`config.mk`:
```
export PLATFORM = sky130hd
export DESIGN_NAME = pattern_detector_param
export DESIGN_NICKNAME = d
export VERILOG_FILES = /design/src/rtl/pattern_det_pkg.sv /design/src/rtl/pattern_detector_param_sat_counter.sv /design/src/rtl/pattern_detector_param.sv
export SDC_FILE = /design/constraint.sdc
export NUM_CORES = 1
export LEC_CHECK = 0
export ABC_AREA = 1
export CORE_UTILIZATION = 54
export CTS_CLUSTER_DIAMETER = 50
export CTS_CLUSTER_SIZE = 12
export DETAILED_ROUTE_END_ITERATION = 8
export PLACE_DENSITY = 0.87
export SYNTH_ARGS = -nofsm -noshare
export SYNTH_HDL_FRONTEND = slang
export SYNTH_SLANG_ARGS = --single-unit
```
`constraint.sdc`:
```
create_clock -name clk -period 2.5 [get_ports clk]
set_input_delay 0.5 -clock clk [delete_from_list [all_inputs] [get_ports clk]]
set_output_delay 0.5 -clock clk [all_outputs]
set_load 0.03 [all_outputs]
```
`src/rtl/pattern_det_pkg.sv`:
```
// Shared types and defaults for the serial pattern detector.
package pattern_det_pkg;

   localparam int DEFAULT_MAX_LEN = 8;
   localparam int DEFAULT_CNT_W   = 16;

   typedef enum logic {
      IDLE = 1'b0,
      RUN  = 1'b1
   } state_t;

endpackage

```
`src/rtl/pattern_detector_param_sat_counter.sv`:
```
// Saturating up-counter; clr wins over the old value, not over inc.
module sat_counter #(
   parameter int W = 16
) (
   input  logic         clk,
   input  logic         rst,
   input  logic         inc,
   input  logic         clr,
   output logic [W-1:0] count
);

   always_ff @(posedge clk) begin
      if (rst) begin
         count <= '0;
      end else if (clr) begin
         count <= inc ? W'(1) : '0;
      end else if (inc && (count != '1)) begin
         count <= count + W'(1);
      end
   end

endmodule

```
`src/rtl/pattern_detector_param.sv`:
```
// Serial pattern detector with runtime pattern/length load,
// optional overlap and a saturating match counter.
module pattern_detector_param
   import pattern_det_pkg::*;
#(
   parameter int MAX_LEN = DEFAULT_MAX_LEN,
   parameter int CNT_W   = DEFAULT_CNT_W,
   parameter int LEN_W   = $clog2(MAX_LEN + 1)
) (
   input  logic               clk,
   input  logic               rst,
   input  logic               valid_i,
   input  logic               data_i,
   input  logic               cfg_we_i,
   input  logic [MAX_LEN-1:0] cfg_pattern_i,
   input  logic [LEN_W-1:0]   cfg_len_i,
   input  logic               overlap_i,
   input  logic               cnt_clr_i,
   output logic               pattern_o,
   output logic [CNT_W-1:0]   match_cnt_o,
   output logic               armed_o,
   output logic               cfg_err_o
);

   localparam logic [LEN_W-1:0] MAX_L = LEN_W'(MAX_LEN);

   state_t             state_q;
   state_t             state_d;
   logic [MAX_LEN-1:0] hist_q;
   logic [MAX_LEN-1:0] hist_nxt;
   logic [MAX_LEN-1:0] pat_q;
   logic [MAX_LEN-1:0] mask;
   logic [LEN_W-1:0]   len_q;
   logic [LEN_W-1:0]   fill_q;
   logic [LEN_W-1:0]   fill_nxt;
   logic               cfg_ok;
   logic               shift;
   logic               match;

   assign cfg_ok   = (cfg_len_i != '0) && (cfg_len_i <= MAX_L);
   assign shift    = (state_q == RUN) && valid_i && !cfg_we_i;
   assign hist_nxt = {hist_q[MAX_LEN-2:0], data_i};
   assign fill_nxt = (fill_q == MAX_L) ? fill_q
                                       : fill_q + LEN_W'(1);

   always_comb begin
      mask = '0;
      for (int i = 0; i < MAX_LEN; i++) begin
         mask[i] = (LEN_W'(i) < len_q);
      end
   end

   // Compare only the low len bits of the post-shift history.
   assign match = shift && (fill_nxt >= len_q) &&
                  (((hist_nxt ^ pat_q) & mask) == '0);

   always_ff @(posedge clk) begin
      if (rst) state_q <= IDLE;
      else     state_q <= state_d;
   end

   always_comb begin
      state_d = state_q;
      if (cfg_we_i) state_d = cfg_ok ? RUN : IDLE;
   end

   always_comb begin
      armed_o = (state_q == RUN);
   end

   always_ff @(posedge clk) begin
      if (rst) begin
         hist_q    <= '0;
         fill_q    <= '0;
         pat_q     <= '0;
         len_q     <= '0;
         pattern_o <= 1'b0;
         cfg_err_o <= 1'b0;
      end else begin
         pattern_o <= 1'b0;
         cfg_err_o <= 1'b0;
         if (cfg_we_i) begin
            hist_q <= '0;
            fill_q <= '0;
            if (cfg_ok) begin
               pat_q <= cfg_pattern_i;
               len_q <= cfg_len_i;
            end else begin
               cfg_err_o <= 1'b1;
            end
         end else if (shift) begin
            hist_q    <= hist_nxt;
            fill_q    <= (match && !overlap_i) ? '0 : fill_nxt;
            pattern_o <= match;
         end
      end
   end

   sat_counter #(
      .W(CNT_W)
   ) u_cnt (
      .clk  (clk),
      .rst  (rst),
      .inc  (match),
      .clr  (cnt_clr_i),
      .count(match_cnt_o)
   );

endmodule
```
=== Word level (Yosys, flattened, before mapping) ===
Index checks and enable logic that the tools add are counted.

* Register bits: 42
* Input port bits: 19
* Output and inout bits: 19
* Word-level logic and storage cells: 49

* Add/sub/neg operators: 2
* Magnitude comparators: 10
* Eq/ne operators: 2
* Mux-type cells: 7
* Bitwise logic cells: 4
* Reductions and logical operators: 16

{| class="wikitable"
|+ Operator list
! kind !! count
|-
| 16-bit 2-to-1 mux || 2
|-
| 16-bit by 1-bit adder with 16-bit output (second input constant) || 1
|-
| 3-bit by 4-bit < comparator with 1-bit output (first input constant) || 4
|-
| 16-bit inequality test (second input constant) || 1
|-
| 8-bit bitwise AND || 1
|-
| 8-bit logical NOT || 1
|-
| 1-bit by 4-bit < comparator with 1-bit output (first input constant) || 2
|-
| 2-bit by 4-bit < comparator with 1-bit output (first input constant) || 2
|-
| 4-bit 2-to-1 mux || 2
|-
| 8-bit bitwise XOR || 1
|-
| 1-bit logical AND || 7
|-
| 4-bit by 1-bit adder with 4-bit output (second input constant) || 1
|-
| 4-bit == test (second input constant) || 1
|-
| 4-bit greater-or-equal comparator || 1
|-
| 4-bit less-or-equal comparator (second input constant) || 1
|-
| 4-bit nonzero test || 1
|-
| 2-bit OR reduction || 2
|-
| 1-bit 2-to-1 mux || 3
|-
| 3-bit OR reduction || 1
|-
| 1-bit logical NOT || 2
|-
| 1-bit inverter || 2
|-
| 2-bit AND reduction || 1
|-
| 2-bit nonzero test || 1
|}

=== Longest topological paths before layout ===
Gate-level depths: netlist of run 1.

* Word-level depth: 8
* Depth in mapped cells: 19
* Mapped depth without buffers: 19

=== Hierarchy ===
From an unflattened synthesis of run 1, not the netlist that was laid out.

* Cells, all modules: 355
* Area, all modules: 2371.0 µm²

{| class="wikitable"
|+ By module, submodules not included
! module !! times used !! cells each !! area each (µm²) !! seq. area each (µm²)
|-
| pattern_detector_param || 1 || 194 || 1361.3 || 520.5
|-
| sat_counter || 1 || 161 || 1009.7 || 320.3
|}

=== Least setup slack after synthesis of run 1 ===
No wires, ideal clock.

* Path kind: register to register
* From: register fill_q[0]
* To: register u_cnt.count[2]
* Setup time: 114 ps
* Data arrival time: 1944 ps
* Required time: 2386 ps
* Slack: 442 ps
* Stages on the path, launching flop included: 16
* Buffers on the path: 1
* Period minus slack after synthesis: 2058 ps
* Path through: dfxtp_1 -> inv_1 -> ha_1 -> nand2_1 -> nor2_1 -> xor2_1 -> inv_1 -> ha_1 -> nand2_1 -> nor2_1 -> nor2_1 -> nor2_4 -> nand4_4 -> buf_6 -> o21ai_2 -> nor2_1

* Longest elaborated chain between the ends: 7
* Elaborated cells between the ends (all ways): 8
* Classes of those cells: add/sub (1); order compare (1); eq/ne (1); mux (1); reduce/logical (4)

{| class="wikitable"
|+ Ends and longest elaborated chain
! element !! line !! source
|-
| from (decl) || pattern_detector_param.sv:34 || <nowiki>logic [LEN_W-1:0] fill_q;</nowiki>
|-
| from (signal assigned) || pattern_detector_param.sv:93 || <nowiki>fill_q <= (match && !overlap_i) ? '0 : fill_nxt;</nowiki>
|-
| 4-bit by 1-bit adder with 4-bit output or 4-bit == test (tied branches) || pattern_detector_param.sv:44, pattern_detector_param.sv:43 ||
|-
| 4-bit 2-to-1 mux * || pattern_detector_param.sv:43 || <nowiki>assign fill_nxt = (fill_q == MAX_L) ? fill_q</nowiki>
|-
| 4-bit greater-or-equal comparator * || pattern_detector_param.sv:54 || <nowiki>assign match = shift && (fill_nxt >= len_q) &&</nowiki>
|-
| 1-bit logical AND * (2 in a row) || pattern_detector_param.sv:54 ||
|-
| 1-bit logical AND * || pattern_detector_param_sat_counter.sv:17 || <nowiki>end else if (inc && (count != '1)) begin</nowiki>
|-
| 2-bit nonzero test (no line) * || -- ||
|-
| to (signal assigned) || pattern_detector_param_sat_counter.sv:16 || <nowiki>count <= inc ? W'(1) : '0;</nowiki>
|-
| to (signal assigned) || pattern_detector_param_sat_counter.sv:18 || <nowiki>count <= count + W'(1);</nowiki>
|-
| to (decl) || pattern_detector_param_sat_counter.sv:9 || <nowiki>output logic [W-1:0] count</nowiki>
|}

Every way passes the cells marked *; elsewhere a longest branch is shown, timed or not.
A chain may end at the register's enable or synchronous reset.

=== Final worst setup path of run 1 ===
* From: register fill_q[0]
* To: register u_cnt.count[8]

The elaborated chain is that of the path after synthesis.

==> results_dict.tcl, run 1 <==
set metrics [dict create \
    period_share_pct 95.14 \
    drt-pass1-iter-count 4 \
    startpoint_type "register" \
    critical_path.max_fanout 8 \
    crit_required_ns 2.70 \
    seq_area_frac_synth_pct 35.00 \
    critPathArrivalTime_ns 2.58 \
    ant_nets 0 \
    synth-xor-area-share_pct 5.469 \
    wirelength_microns 6267 \
    htreeDepth 2 \
    layout-drive-gt1-share_pct 15.95 \
    grt_use_total_pct 27.84 \
    grt_pass1_wl_microns 9611 \
    cp-end-kind "register" \
    grt_max_degree 21 \
    holdBufCountCts 0 \
    die_h_microns 68.70 \
    hold_class "register to register" \
    syn_to_final_growth_pct 28.39 \
    core.rowCount 23 \
    synth_cell_types 29 \
    hold_viol_final 0 \
    fp.dieW_microns 68.70 \
    power_leakage_nw 1.203 \
    die-area_sq_um 4720 \
    setup_violations 0 \
    multiInputGateArea_sq_um 1426 \
    final_common_cell "nand2_1" \
    netlist_instances 341 \
    design.core.area_sq_um 4144 \
    power_mw 1.467 \
    cts_buffers 5 \
    skew_ns 0.007459 \
    clock_sinks 42 \
    diodes 0 \
    grt_pass1_vias 2159 \
    yosysWarnings 0 \
    clock.fmax_mhz 420.4 \
    ios 38 \
    clk_latency_ns 0.30 \
    period_minus_slack_ns 2.378 \
    yosys.area_share.adder_pct 3.646 \
    drt_iter0_markers 181 \
    vias_per_cell 5.528 \
    synth_nets 367 \
    synth_area_per_cell_sq_um 7.045 \
    layout_common_cells "nand2_1 (79), dfxtp_1 (40), nor2_1 (39)" \
    nFillCells 306 \
    synth_compound_area_share_pct 13.96 \
    status "complete, no violations" \
    tns_ns 0 \
    drcViolationCount 0 \
    relSlewSlack_pct 59.17 \
    gr-total-overflow 0 \
    cap_violations 0 \
    grt_antenna_before_repair 0 \
    synthMuxAreaShare_pct 0 \
    cts_tree "built" \
    crit_type "register to register" \
    synthSimpleGateAreaFrac_pct 33.80 \
    synthesis.area_sq_um 2402 \
    seqCellArea_sq_um 845.8 \
    peakVddDrop_v 0.0003819 \
    post-route-util_pct 74.43 \
    timing.hold.ws_ns 0.4797 \
    cts.clk_slew.worst_paths_ns 0.09 \
    wl_per_cell_microns 14.08 \
    maxSlewViolCount 0 \
    finalNonFillerCells 445 \
    nNetsFinal 420 \
    clockBufferDepth 2 \
    root_buffer "clkbuf_8" \
    hpwl_microns 4213 \
    route.vias.total 2460 \
    dpl.cell_count 425 \
    initial_core_util_pct 57.97 \
    rrSetupSlack_ns 0.12 \
    powerDensity_nw_per_um2 475.6 \
    ys_ff_latch 42 \
    port_buffers 37 \
    place_congestion 0.9751 \
    synth_top_family_by_area "simple AND/OR/NAND/NOR gates" \
    worst_slew_pin_slew_ns 0.6118 \
]
[cell type report]
type                            instances  share of cell area [%]
Multi-Input combinational cell        252                   46.25
Sequential cell                        42                   27.42
Timing Repair Buffer                   51                   15.54
Inverter                               42                   5.193
Clock buffer                            6                   2.353
Tap cell                               50                   2.028
Clock inverter                          2                   1.217
[per-layer routing]
| metal | up-vias | wire [microns] | track usage (%) |
|---|---|---|---|
| li1 | 1198 | - | - |
| met3 | 17 | 467 | 6.579 |
| met2 | 123 | 2963 | 44.49 |
| met5 | - | 0 | 0 |
| met1 | 1122 | 2723 | 36.29 |
| met4 | 0 | 113 | 10.20 |
[cells in the mapped netlist]
cell type | instances | share of area (%)
nor2_1 | 42 | 6.6
clkbuf_1 | 1 | 0.16
buf_1 | 2 | 0.31
nand4_1 | 5 | 1.3
or2_1 | 1 | 0.26
inv_2 | 1 | 0.16
ha_1 | 7 | 3.6
nor3_2 | 1 | 0.42
dfxtp_1 | 42 | 35
nand3_1 | 12 | 2.5
buf_6 | 1 | 0.47
xnor2_1 | 6 | 2.2
o21ai_0 | 24 | 5.0
nand4_4 | 2 | 1.8
xor2_1 | 9 | 3.3
nand3_2 | 6 | 2.5
buf_2 | 3 | 0.62
nor2_2 | 3 | 0.78
o21ai_2 | 1 | 0.36
nand3b_1 | 4 | 1.3
a21oi_1 | 28 | 5.8
nand2_4 | 1 | 0.47
a211oi_1 | 3 | 0.94
a21oi_2 | 5 | 1.8
nor2_4 | 5 | 2.3
nand2_1 | 81 | 13
inv_1 | 41 | 6.4
nand2_2 | 3 | 0.78
nor3_1 | 1 | 0.21
[critical path, cell delays in order (launching register included)]
cell and delay, ns:
dfxtp_4 0.36, inv_4 0.05, ha_2 0.17, nand2_2 0.06
nor2_4 0.12, xor2_1 0.18, inv_1 0.09, ha_4 0.26
nand2_1 0.04, nor2_1 0.12, nor2_2 0.06, nor2_4 0.16
buf_4 0.15, nand4_4 0.15, buf_4 0.19, nand3_2 0.06
a21oi_2 0.06
[sequential cells by signal (all words and copies together), names as in the netlist]
register	flops
u_cnt.count	16
cfg_err_o	1
pat_q	8
fill_q	4
armed_o	1
pattern_o	1
len_q	4
hist_q	7
[timing repair]
item | 4_1_cts | 5_1_grt
endpoints found under the setup margin | 0 | 20
buffers inserted | 0 | 10
gates resized for setup | 0 | 18
hold endpoints to repair | 0 | 0
[metrics by stage]
step / area, sq um / setup WS [ns]
after global placement: 2828 / 0.1854
after detailed placement: 2828 / 0.05331
after floorplan: 2402 / 0.4422
after CTS: 2938 / 0.02660
final: 3084 / 0.1215
after global routing: 3084 / -0.03199
[power by group]
group	switching [mW]	internal [mW]	leakage (nW)	total (mW)
combinational	0.125	0.0864	0.809	0.212
sequential	0.0200	0.689	0.343	0.709
clock	0.248	0.298	0.0514	0.546
[cell families (layout without fill, tap and decap cells)]
family                   Yosys count  count (layout)
AND/OR/NAND/NOR                  167             169
AO/OA/AOI/OAI                     61              61
buffers and inverters             49             101
flip-flops                        42              42
XOR/XNOR                          15              15
adder cells (fa/ha/maj)            7               7
[worst paths after layout]
path	start	endpoint	cells past startpoint
min	pat_q[4]$_SDFFE_PP0P_	pat_q[4]$_SDFFE_PP0P_	2
max reg2reg	fill_q[0]$_SDFFE_PP0P_	u_cnt.count[8]$_SDFFE_PP0P_	16
min reg2reg	pat_q[4]$_SDFFE_PP0P_	pat_q[4]$_SDFFE_PP0P_	2
max	fill_q[0]$_SDFFE_PP0P_	u_cnt.count[8]$_SDFFE_PP0P_	16
Note: power is estimated with default switching activity, not from simulation.
==> run 2, diff against run 1 <==
--- a/config.mk
+++ b/config.mk
@@ -10,7 +10,7 @@
 export CTS_CLUSTER_DIAMETER = 50
 export CTS_CLUSTER_SIZE = 12
 export DETAILED_ROUTE_END_ITERATION = 8
-export PLACE_DENSITY = 0.87
+export PLACE_DENSITY_LB_ADDON = 0.08
 export SYNTH_ARGS = -nofsm -noshare
 export SYNTH_HDL_FRONTEND = slang
 export SYNTH_SLANG_ARGS = --single-unit
==> results_dict.tcl, run 2 (same netlist as run 1, synthesis figures left out) <==
set metrics [dict create \
    drt-pass1-iter-count 5 \
    critPathArrivalTime_ns 2.61 \
    hold_depth 2 \
    cp-end-kind "register" \
    cts_tree "built" \
    grt_max_degree 21 \
    drcViolationCount 0 \
    port_buffers 37 \
    crit_path_top_delay_cell "dfxtp_4" \
    htreeDepth 2 \
    ios 38 \
    largest_register_ffs 16 \
    maxSlewViolCount 0 \
    grt_pass1_vias 1912 \
    worst_slew_pin_slew_ns 0.5159 \
    wl_per_cell_microns 13.96 \
    gr-total-overflow 0 \
    die-area_sq_um 4720 \
    root_buffer "clkbuf_8" \
    seqCellArea_sq_um 845.8 \
    power_leakage_nw 1.229 \
    diodes 0 \
    hold_start "pat_q[6]$_SDFFE_PP0P_" \
    power_frac_comb_pct 13.6 \
    holdBufCountCts 0 \
    syn_to_final_growth_pct 30.78 \
    crit_type "register to register" \
    status "complete, no violations" \
    layout-drive-gt1-share_pct 16.62 \
    pwr-share-clk_pct 41.4 \
    final_common_cell "nand2_1" \
    critical_path.max_fanout 8 \
    wirelength_microns 6242 \
    ant_nets 0 \
    top_register "u_cnt.count" \
    cts_buffers 5 \
    relSlewSlack_pct 65.48 \
    nFillCells 331 \
    cap_violations 0 \
    hold_class "register to register" \
    clock_sinks 42 \
    grt_use_total_pct 24.97 \
    p_int_mw 1.178 \
    startpoint_type "register" \
    cts.clk_slew.worst_paths_ns 0.09 \
    cpPeakStageDelay_ns 0.36 \
    rr_startpoint "fill_q[0]$_SDFFE_PP0P_" \
    r2r_cells 15 \
    holdPathEnd "pat_q[6]$_SDFFE_PP0P_" \
    pwr-share-seq_pct 45.0 \
    timing.hold.ws_ns 0.4696 \
    route.vias.total 2399 \
    rrSetupSlack_ns 0.08 \
    die_h_microns 68.70 \
    period_minus_slack_ns 2.424 \
    peakVddDrop_v 0.0003473 \
    layout_common_cells "nand2_1 (78), dfxtp_1 (40), nor2_1 (39), inv_1 (39), clkdlybuf4s50_1 (37)" \
    power_switching_share_pct 25.26 \
    powerDensity_nw_per_um2 501.8 \
    clockBufferDepth 2 \
    hold_viol_final 0 \
    fp.dieW_microns 68.70 \
    skew_ns 0.005729 \
    grt_pass1_wl_microns 8714 \
    largestRegisters "u_cnt.count (16), pat_q (8), hist_q (7)" \
    design.core.area_sq_um 4144 \
    p_sw_mw 0.3982 \
    finalInstanceArea_sq_um 3142 \
    timing.rr.end "u_cnt.count[9]$_SDFFE_PP0P_" \
    period_share_pct 96.98 \
    grt_antenna_before_repair 0 \
    path_cells "inv_2 -> ha_4 -> nand2_2 -> nor2_4 -> xor2_1 -> inv_1 -> ha_1 -> nand2_1 -> nor2_2 -> nor2_2 -> nor2_4 -> buf_6 -> nand4_4 -> o21ai_1 -> a21oi_1" \
    initial_core_util_pct 57.97 \
    clock.fmax_mhz 412.5 \
    hpwl_microns 4117 \
    setup_violations 0 \
    place_congestion 0.9924 \
    multiInputGateArea_sq_um 1448 \
    power_mw 1.577 \
    nNetsFinal 422 \
    postPlaceCellArea_sq_um 2835 \
    vias_per_cell 5.367 \
    clk_latency_ns 0.30 \
    crit_required_ns 2.69 \
    core.rowCount 23 \
    drt_iter0_markers 193 \
]
[run 2: cell count changes in the layout (fill, tap and decap cells not counted), sizes merged]
cell,previous run,this run
clkbuf,6,5
clkinv,0,1
nand4,8,9
clkinvlp,1,0
bufinv,1,2
buf,14,15
[run 2: timing repair]
item / 4_1_cts / 5_1_grt
buffers inserted: 0 / 10
resized for setup: 0 / 23
hold endpoints to repair: 0 / 0
setup endpoints to repair: 0 / 19
[run 2: cell type report]
cell class                      instances  area share [%]
Multi-Input combinational cell        253           46.08
Clock inverter                          3           2.190
Tap cell                               50           1.991
Timing Repair Buffer                   52           15.61
Sequential cell                        42           26.92
Inverter                               42           5.018
Clock buffer                            5           2.190
[run 2: metrics by stage]
step	util, %	instances	worst slack [ns]	setup TNS (ns)
floorplan	-	341	0.4422	0
global placement	68.42	426	0.1658	0
detailed placement	68.42	426	0.08431	0
CTS	71.74	434	0.04762	0
global route	75.82	447	-0.02611	-0.08931
finish	75.82	447	0.07556	0
[run 2: critical path: cells and delay by family (launching register included)]
family	cells	cell delay [ns]
AO/OA/AOI/OAI	2	0.31
XOR/XNOR	1	0.18
adder cells (fa/ha/maj)	2	0.41
buffers and inverters	3	0.29
flip-flops	1	0.36
AND/OR/NAND/NOR	7	0.76
[run 2: worst max-delay path by stage]
stage / endpoint / from / slack (ns) / cells past startpoint
after global placement: u_cnt.count[8]$_SDFFE_PP0P_ / fill_q[0]$_SDFFE_PP0P_ / 0.17 / 15
after CTS: u_cnt.count[10]$_SDFFE_PP0P_ / fill_q[0]$_SDFFE_PP0P_ / 0.05 / 15
final: u_cnt.count[9]$_SDFFE_PP0P_ / fill_q[0]$_SDFFE_PP0P_ / 0.08 / 15
after global routing: u_cnt.count[9]$_SDFFE_PP0P_ / fill_q[1]$_SDFFE_PP0P_ / -0.03 / 18
after floorplan: u_cnt.count[2]$_SDFFE_PP0P_ / fill_q[0]$_SDFFE_PP0P_ / 0.44 / 15
after detailed placement: u_cnt.count[11]$_SDFFE_PP0P_ / fill_q[0]$_SDFFE_PP0P_ / 0.08 / 15
[run 2: routing by layer]
| metal | global-route usage, % | share of wire (%) |
|---|---|---|
| met4 | 6.633 | 1.0 |
| met5 | 0 | 0 |
| met3 | 4.605 | 6.6 |
| met1 | 36.54 | 47 |
| met2 | 37.25 | 45 |
[run 2: power by group through the flow]
stage	logic (mW)	clock network [mW]	registers, mW
2_1_floorplan	0.116	0	0.729
3_3_place_gp	0.189	0	0.724
3_5_place_dp	0.192	0	0.726
4_1_cts	0.193	0.653	0.710
5_1_grt	0.237	0.687	0.713
6_report	0.215	0.652	0.710
